`config.mk`:
```
export PLATFORM = sky130hd
export DESIGN_NAME = gshare_bpred
export DESIGN_NICKNAME = d
export VERILOG_FILES = /design/src/rtl/gshare_pkg.sv /design/src/rtl/gshare_ctr_ram.sv /design/src/rtl/gshare_bpred.sv
export SDC_FILE = /design/constraint.sdc
export NUM_CORES = 2
export LEC_CHECK = 0
export CAP_MARGIN = 5
export CORE_ASPECT_RATIO = 0.9
export CORE_MARGIN = 2
export CORE_UTILIZATION = 46
export DETAILED_ROUTE_END_ITERATION = 6
export DONT_BUFFER_PORTS = 1
export SYNTH_ARGS = -nofsm -noshare
export SYNTH_HDL_FRONTEND = slang
export SYNTH_HIERARCHICAL = 1
export SYNTH_SLANG_ARGS = --single-unit
```
`constraint.sdc`:
```
create_clock -name i_clk -period 71.7 [get_ports i_clk]
set_input_delay 21.51 -clock i_clk [delete_from_list [all_inputs] [get_ports i_clk]]
set_output_delay 21.51 -clock i_clk [all_outputs]
set_load 0.01 [all_outputs]
```
`src/rtl/gshare_pkg.sv`:
```
// Shared definitions for the gshare direction predictor: FSM state codes,
// default tag layout, and the counter helper functions.
package gshare_pkg;

  // FSM state codes (two bits so the debug readout shows {30'b0, state})
  localparam logic [1:0] ST_INIT = 2'd0;
  localparam logic [1:0] ST_RUN  = 2'd1;

  // Default geometry; the predictor itself is parametrised.
  localparam int DEF_ROW_W = 8;
  localparam int DEF_COL_W = 2;
  localparam int DEF_CTR_W = 2;
  localparam int DEF_GHR_W = 8;

  // Tag layout at the default geometry, MSB first: {row, col, ctr, ghr}.
  typedef struct packed {
    logic [DEF_ROW_W-1:0] row;
    logic [DEF_COL_W-1:0] col;
    logic [DEF_CTR_W-1:0] ctr;
    logic [DEF_GHR_W-1:0] ghr;
  } gshare_tag_t;

  // Saturating +1 / -1 of a ctr_w-bit counter held in the low bits.
  function automatic logic [31:0] sat_update(input logic [31:0] ctr,
                                             input logic        inc,
                                             input int unsigned ctr_w);
    logic [31:0] max_v;
    max_v = (32'd1 << ctr_w) - 32'd1;
    if (inc) begin
      if (ctr >= max_v) sat_update = max_v;
      else              sat_update = ctr + 32'd1;
    end else begin
      if (ctr == 32'd0) sat_update = 32'd0;
      else              sat_update = ctr - 32'd1;
    end
  endfunction

  // Weakly-not-taken value: 2^(ctr_w-1)-1.
  function automatic logic [31:0] weak_nt(input int unsigned ctr_w);
    weak_nt = (32'd1 << (ctr_w - 32'd1)) - 32'd1;
  endfunction

endpackage

```
`src/rtl/gshare_ctr_ram.sv`:
```
// Simple dual-port counter table: registered read port with enable, one
// write port. A read and write to the same address in one cycle returns the
// old contents.
module gshare_ctr_ram #(
  parameter int ADDR_W = 10,
  parameter int DATA_W = 2
) (
  input  logic              i_clk,
  input  logic              i_rst_n,
  input  logic              i_rd_en,
  input  logic [ADDR_W-1:0] i_rd_addr,
  output logic [DATA_W-1:0] o_rd_data,
  input  logic              i_wr_en,
  input  logic [ADDR_W-1:0] i_wr_addr,
  input  logic [DATA_W-1:0] i_wr_data
);

  logic [DATA_W-1:0] r_mem [0:(2**ADDR_W)-1];
  logic [DATA_W-1:0] r_rd_data;

  // Storage array write; contents survive reset (the sweep initialises them).
  always_ff @(posedge i_clk) begin
    if (i_wr_en) r_mem[i_wr_addr] <= i_wr_data;
  end

  // Synchronous read sees the pre-write value on an address collision.
  always_ff @(posedge i_clk or negedge i_rst_n) begin
    if (!i_rst_n)     r_rd_data <= '0;
    else if (i_rd_en) r_rd_data <= r_mem[i_rd_addr];
  end

  assign o_rd_data = r_rd_data;

endmodule

```
`src/rtl/gshare_bpred.sv`:
```
// gshare direction predictor: hashed table lookup with a speculative global
// history, in-place counter update from execute via an opaque tag, GHR repair
// on mispredicts, a reset-time table sweep and statistics counters.
module gshare_bpred
  import gshare_pkg::*;
#(
  parameter int ROW_W = 8,
  parameter int COL_W = 2,
  parameter int CTR_W = 2,
  parameter int GHR_W = 8,
  // Derived; leave at its default.
  parameter int TAG_W = ROW_W + COL_W + CTR_W + GHR_W
) (
  input  logic             i_clk,
  input  logic             i_rst_n,
  output logic             o_init_busy,
  input  logic             i_lu_valid,
  output logic             o_lu_ready,
  input  logic [31:0]      i_lu_pc,
  input  logic             i_lu_is_branch,
  output logic             o_pred_valid,
  output logic             o_pred_dir,
  output logic [TAG_W-1:0] o_pred_tag,
  input  logic             i_up_valid,
  input  logic [TAG_W-1:0] i_up_tag,
  input  logic             i_up_dir,
  input  logic             i_up_miss,
  input  logic [1:0]       i_dbg_sel,
  output logic [31:0]      o_dbg_data
);

  localparam int IDX_W = ROW_W + COL_W;
  localparam logic [IDX_W-1:0] IDX_LAST = '1;
  localparam logic [IDX_W-1:0] IDX_ONE  = {{(IDX_W-1){1'b0}}, 1'b1};

  typedef struct packed {
    logic [ROW_W-1:0] row;
    logic [COL_W-1:0] col;
    logic [CTR_W-1:0] ctr;
    logic [GHR_W-1:0] ghr;
  } tag_t;

  // Registers
  logic [1:0]       r_state;
  logic [IDX_W-1:0] r_idx;
  logic [GHR_W-1:0] r_ghr;
  logic             r_pred_valid;
  logic             r_lu_branch;
  logic [ROW_W-1:0] r_lu_row;
  logic [COL_W-1:0] r_lu_col;
  logic [GHR_W-1:0] r_lu_ghr;
  logic [31:0]      r_cnt_lu;
  logic [31:0]      r_cnt_up;
  logic [31:0]      r_cnt_miss;
  logic [31:0]      r_dbg_data;

  // Wires
  logic             w_run;
  logic             w_lu_ready;
  logic             w_lu_fire;
  logic             w_up_fire;
  logic             w_repair;
  tag_t             w_up_tag;
  logic [CTR_W-1:0] w_ctr;
  logic             w_pred_dir;
  logic [GHR_W-1:0] w_ghr_spec;
  logic [GHR_W-1:0] w_ghr_fix;
  logic [GHR_W-1:0] w_ghr_eff;
  logic [ROW_W-1:0] w_ghr_ext;
  logic [ROW_W-1:0] w_lu_row;
  logic [COL_W-1:0] w_lu_col;
  logic [31:0]      w_sat_full;
  logic [31:0]      w_weak_full;
  logic [CTR_W-1:0] w_sat;
  logic [CTR_W-1:0] w_weak;
  logic             w_wr_en;
  logic [IDX_W-1:0] w_wr_addr;
  logic [CTR_W-1:0] w_wr_data;
  logic             w_unused_bits;

  assign w_run      = (r_state == ST_RUN);
  assign w_repair   = i_up_valid & i_up_miss;
  assign w_lu_ready = w_run & ~w_repair;
  assign w_lu_fire  = i_lu_valid & w_lu_ready;
  assign w_up_fire  = i_up_valid & w_run;
  assign w_up_tag   = i_up_tag;

  assign w_pred_dir = r_lu_branch & w_ctr[CTR_W-1];

  // History shift helpers; a 1-bit history just takes the new direction.
  if (GHR_W > 1) begin : g_ghr_shift
    assign w_ghr_spec = {r_ghr[GHR_W-2:0], w_pred_dir};
    assign w_ghr_fix  = {w_up_tag.ghr[GHR_W-2:0], i_up_dir};
  end else begin : g_ghr_bit
    assign w_ghr_spec = w_pred_dir;
    assign w_ghr_fix  = i_up_dir;
  end

  // Effective history this cycle: includes the branch whose counter MSB is
  // being returned now, so back-to-back lookups see its predicted outcome.
  always_comb begin
    w_ghr_eff = r_ghr;
    if (r_pred_valid & r_lu_branch) w_ghr_eff = w_ghr_spec;
    else                            w_ghr_eff = r_ghr;
  end

  // Zero-extend the history to row width for the index hash.
  always_comb begin
    w_ghr_ext = '0;
    w_ghr_ext[GHR_W-1:0] = w_ghr_eff;
  end

  assign w_lu_row = i_lu_pc[ROW_W+COL_W+1:COL_W+2] ^ w_ghr_ext;
  assign w_lu_col = i_lu_pc[COL_W+1:2];

  assign w_sat_full  = sat_update({{(32-CTR_W){1'b0}}, w_up_tag.ctr}, i_up_dir, CTR_W);
  assign w_weak_full = weak_nt(CTR_W);
  assign w_sat       = w_sat_full[CTR_W-1:0];
  assign w_weak      = w_weak_full[CTR_W-1:0];

  // Table write source: sweep during INIT, resolved-branch update in RUN.
  always_comb begin
    w_wr_en   = 1'b0;
    w_wr_addr = '0;
    w_wr_data = '0;
    case (r_state)
      ST_INIT: begin
        w_wr_en   = 1'b1;
        w_wr_addr = r_idx;
        w_wr_data = w_weak;
      end
      ST_RUN: begin
        w_wr_en   = i_up_valid;
        w_wr_addr = {w_up_tag.row, w_up_tag.col};
        w_wr_data = w_sat;
      end
      default: begin
        w_wr_en   = 1'b0;
        w_wr_addr = '0;
        w_wr_data = '0;
      end
    endcase
  end

  gshare_ctr_ram #(
    .ADDR_W (IDX_W),
    .DATA_W (CTR_W)
  ) u_ram (
    .i_clk     (i_clk),
    .i_rst_n   (i_rst_n),
    .i_rd_en   (w_lu_fire),
    .i_rd_addr ({w_lu_row, w_lu_col}),
    .o_rd_data (w_ctr),
    .i_wr_en   (w_wr_en),
    .i_wr_addr (w_wr_addr),
    .i_wr_data (w_wr_data)
  );

  // FSM and sweep index: INIT walks every entry once, then RUN.
  always_ff @(posedge i_clk or negedge i_rst_n) begin
    if (!i_rst_n) begin
      r_state <= ST_INIT;
      r_idx   <= '0;
    end else begin
      case (r_state)
        ST_INIT: begin
          r_idx <= r_idx + IDX_ONE;
          if (r_idx == IDX_LAST) r_state <= ST_RUN;
        end
        ST_RUN: begin
          r_state <= ST_RUN;
        end
        default: begin
          r_state <= ST_INIT;
          r_idx   <= '0;
        end
      endcase
    end
  end

  // Global history: mispredict repair wins over the speculative shift.
  always_ff @(posedge i_clk or negedge i_rst_n) begin
    if (!i_rst_n)                  r_ghr <= '0;
    else if (w_up_fire & i_up_miss) r_ghr <= w_ghr_fix;
    else                            r_ghr <= w_ghr_eff;
  end

  // Lookup pipeline stage: capture index/history for the result cycle.
  always_ff @(posedge i_clk or negedge i_rst_n) begin
    if (!i_rst_n) begin
      r_pred_valid <= 1'b0;
      r_lu_branch  <= 1'b0;
      r_lu_row     <= '0;
      r_lu_col     <= '0;
      r_lu_ghr     <= '0;
    end else begin
      r_pred_valid <= w_lu_fire;
      if (w_lu_fire) begin
        r_lu_branch <= i_lu_is_branch;
        r_lu_row    <= w_lu_row;
        r_lu_col    <= w_lu_col;
        r_lu_ghr    <= w_ghr_eff;
      end
    end
  end

  // Statistics counters, free-running with wrap.
  always_ff @(posedge i_clk or negedge i_rst_n) begin
    if (!i_rst_n) begin
      r_cnt_lu   <= 32'd0;
      r_cnt_up   <= 32'd0;
      r_cnt_miss <= 32'd0;
    end else begin
      if (w_lu_fire & i_lu_is_branch) r_cnt_lu <= r_cnt_lu + 32'd1;
      if (w_up_fire)                  r_cnt_up <= r_cnt_up + 32'd1;
      if (w_up_fire & i_up_miss)      r_cnt_miss <= r_cnt_miss + 32'd1;
    end
  end

  // Registered debug readout.
  always_ff @(posedge i_clk or negedge i_rst_n) begin
    if (!i_rst_n) begin
      r_dbg_data <= 32'd0;
    end else begin
      case (i_dbg_sel)
        2'd0:    r_dbg_data <= r_cnt_lu;
        2'd1:    r_dbg_data <= r_cnt_up;
        2'd2:    r_dbg_data <= r_cnt_miss;
        2'd3:    r_dbg_data <= {30'd0, r_state};
        default: r_dbg_data <= 32'd0;
      endcase
    end
  end

  assign o_init_busy  = (r_state == ST_INIT);
  assign o_lu_ready   = w_lu_ready;
  assign o_pred_valid = r_pred_valid;
  assign o_pred_dir   = w_pred_dir;
  assign o_pred_tag   = {r_lu_row, r_lu_col, w_ctr, r_lu_ghr};
  assign o_dbg_data   = r_dbg_data;

  // PC bits outside the index and wide helper results are intentionally dropped.
  assign w_unused_bits = ^{i_lu_pc[31:ROW_W+COL_W+2], i_lu_pc[1:0],
                           w_sat_full[31:CTR_W], w_weak_full[31:CTR_W],
                           w_up_tag.ghr};

endmodule

```
==> metrics <==
outcome=complete, but fails checks; failing checks=design-rule violations; Root Driver=clkbuf_16; net count after synthesis=5575; worst hold path class=reg -> reg; RSZ-0062 raised after global routing=no; R2R Setup Slk=66.00 ns; Clock Pin Slew Worst Setup and Hold Paths=0.06 ns; simple-gate area share of the yosys netlist=7.211%; Req. time, crit path=50.19 ns; Die ar.=0.2033 mm^2; Post-Syn Area per Cell=16.67 um^2; GR Overflow Total=0; crit path time final=43.32 ns; # Post-CTS Setup Buffers=0; Lkg Pwr=34.68 nW; H-tree levels=4; routed vias/inst=6.115; clock sinks=2217; first-pass iteration count of the detailed router=7; pwr/cell area=25.64 mW/mm^2; CP Capture Type=output port; total core area=0.1984 mm^2; Clock Tree Buf Depth=3; starting DRC count in detailed routing=6628; Netlist cell types=82; setup TNS=0 ns; drt total wl=251.0 mm; Peak Freq=23.09 MHz; layout cells sized above 1=16.21%; CP startpoint kind=input pin; synthesized cell area=0.09185 mm^2; Final HPWL DP=131.4 mm; slowest stage delay, CP=0.30 ns; chip height=427.9 um; first-pass GRT wire length=358.4 mm; post-cts resize count=0; Syn Inst Count=5510; main combinational cell family by area after synthesis=multiplexers; CTS tree=built; area share of fa/ha/maj cells after synthesis=0.05449%; XOR/XNOR share of the synthesized area=1.049%; slew at the pin closest to its max-slew limit=1.383 ns; vias in the first global route=50.01k; post-route ant nets=0; Hold Vio Cnt, Final=0; top-level port count=117; Hold Buf Count CTS=0; Yosys reg bits=2217; maximum VDD drop=0.02139 mV; Die W=475.0 um; via count=50.47k; Syn. warnings=6; Crit-path slowest cell=a21boi_4; ys flop type=edfxtp_1; post-synthesis mux area share=13.99%; Clk Latency, worst-skew pair=0.84 ns; final worst path period share=60.41%; Crit path max-delay family=compound AO/OA/AOI/OAI gates; sequential area share after synthesis=71.56%; Arr. time, crit path=21.81 ns; Num CTS Buffers=212; Total GRT Usage=24.46%; relative slew slack=7.799%; initial antenna violation count=9; critical path peak fanout=6; post-DR wirelength/cell=30.41 um; worst setup path class=in -> out; # DRC=4; IO buf count=0; area delta synth->final=9.734%; Synth Area in Compound Gates=3.231%; largest net degree at the start of global routing=617; final setup fails=0; Overall Power=0.002584 W; Placer Congestion=0.8182; Worst Skew=0.02810 ns; placement row count=155; Post-layout nets=5473; EDFF count, synth=2048; CP bufs+invs=0; Initial Utilization=46.30%; crit-path cells=a21boi_4; final slew viol count=0; FFs w/ async S/R, synth=7.623%; Max Cap Violations=0
[cells in the mapped netlist (all sizes together), types with 10 or more instances]
cell | n | area [um^2]
nand2 | 239 | 897.1
xnor2 | 75 | 656.9
dfrtp | 169 | 4229
and4 | 10 | 91.34
and2 | 21 | 131.4
a22oi | 47 | 352.8
and3 | 27 | 170.2
o221ai | 41 | 365.3
a211oi | 53 | 397.9
xor2 | 35 | 306.5
a221oi | 22 | 192.7
o21ai | 74 | 370.4
a21oi | 61 | 305.3
mux2 | 33 | 371.6
nor2b | 10 | 62.56
mux2i | 274 | 2743
mux4 | 425 | 9733
o22ai | 75 | 469.2
nand4 | 38 | 282.8
edfxtp | 2048 | 61500
clkbuf | 226 | 1037
inv | 15 | 56.30
buf | 194 | 1559
nand3 | 70 | 355.3
nor3 | 47 | 245.2
nor2 | 1070 | 4016
[final timing paths]
check	from	endpoint	cells past startpoint
max	i_up_miss	o_lu_ready	1
min	r_cnt_lu[31]	r_cnt_lu[31]	1
min reg2reg	r_cnt_lu[31]	r_cnt_lu[31]	1
min in group asynchronous	i_rst_n	r_idx[1]	0
max reg2reg	o_pred_valid	u_ram/o_rd_data[1]	14
max in group asynchronous	i_rst_n	o_dbg_data[9]	0
[metrics by stage]
| step | instances | instance area, um^2 | util (%) | setup WS, ns | hold WS [ns] |
|---|---|---|---|---|---|
| global route | 8253 | 100800 | 50.80 | 28.38 | 0.4809 |
| global placement | 7859 | 93740 | 47.25 | 28.39 | 0.4591 |
| finish | 8254 | 100800 | 50.81 | 28.38 | 0.4698 |
| detailed placement | 7859 | 93740 | 47.25 | 28.38 | 0.4615 |
| CTS | 8248 | 100700 | 50.75 | 28.38 | 0.4700 |
| floorplan | 5510 | 91850 | - | 2.524 | 0.4410 |
[kinds of logic after synthesis]
| logic type | Yosys count |
|---|---|
| adder cells (fa/ha/maj) | 4 |
| AND/OR/NAND/NOR | 1576 |
| AO/OA/AOI/OAI | 433 |
| multiplexers | 732 |
| buffers and inverters | 438 |
| flip-flops | 2217 |
| XOR/XNOR | 110 |
[routing by layer]
layer  GRT usage [%]  up-vias  part of all wire (%)
met1           34.75    26620                    41
met4           7.602        4                   3.2
met3           5.108      404                   8.9
met5               0        -                 0.014
li1                -    21160                     -
met2           38.05     2293                    47
[cells in the final DEF (no fill, tap or decap), drive strengths merged, types with 21 or more instances in the layout]
cell type  count
clkbuf       262
mux4         425
nor3          47
a22oi         47
nand2        239
mux2          33
o221ai        41
o21ai         74
o22ai         75
buf          106
a221oi        22
clkinv        99
and3          27
edfxtp      2048
xnor2         75
a21oi         61
a211oi        53
nor2        1070
xor2          35
and2          21
mux2i        274
nand4         38
dfrtp        169
nand3         70
[power breakdown]
| part | switching, W | internal, W | leakage (nW) |
|---|---|---|---|
| registers | 0.0000000495 | 0.00139 | 23.3 |
| logic | 0.0000429 | 0.0000266 | 7.93 |
| clock network | 0.000483 | 0.000640 | 3.41 |
| total | 0.000526 | 0.00206 | 34.7 |
[cell type report]
cell class | count | area (um^2)
Fill cell | 16150 | 97600
Clock inverter | 127 | 1171
Clock buffer | 262 | 5764
Multi-Input combinational cell | 2855 | 23770
Antenna cell | 2 | 5.005
Sequential cell | 2217 | 65730
Tap cell | 2669 | 3339
Timing Repair Buffer | 106 | 950.9
Inverter | 16 | 66.31
[flip-flops by register name, indices dropped and copies added, names as in the netlist]
name / count
o_dbg_data: 32
o_pred_valid: 1
r_cnt_lu: 32
r_cnt_miss: 32
r_cnt_up: 32
r_ghr: 8
r_idx: 10
r_lu_branch: 1
r_lu_col: 2
r_lu_ghr: 8
r_lu_row: 8
r_state: 1
u_ram/o_rd_data: 2
u_ram/r_mem: 2048
(Power assumes the default switching activity.)
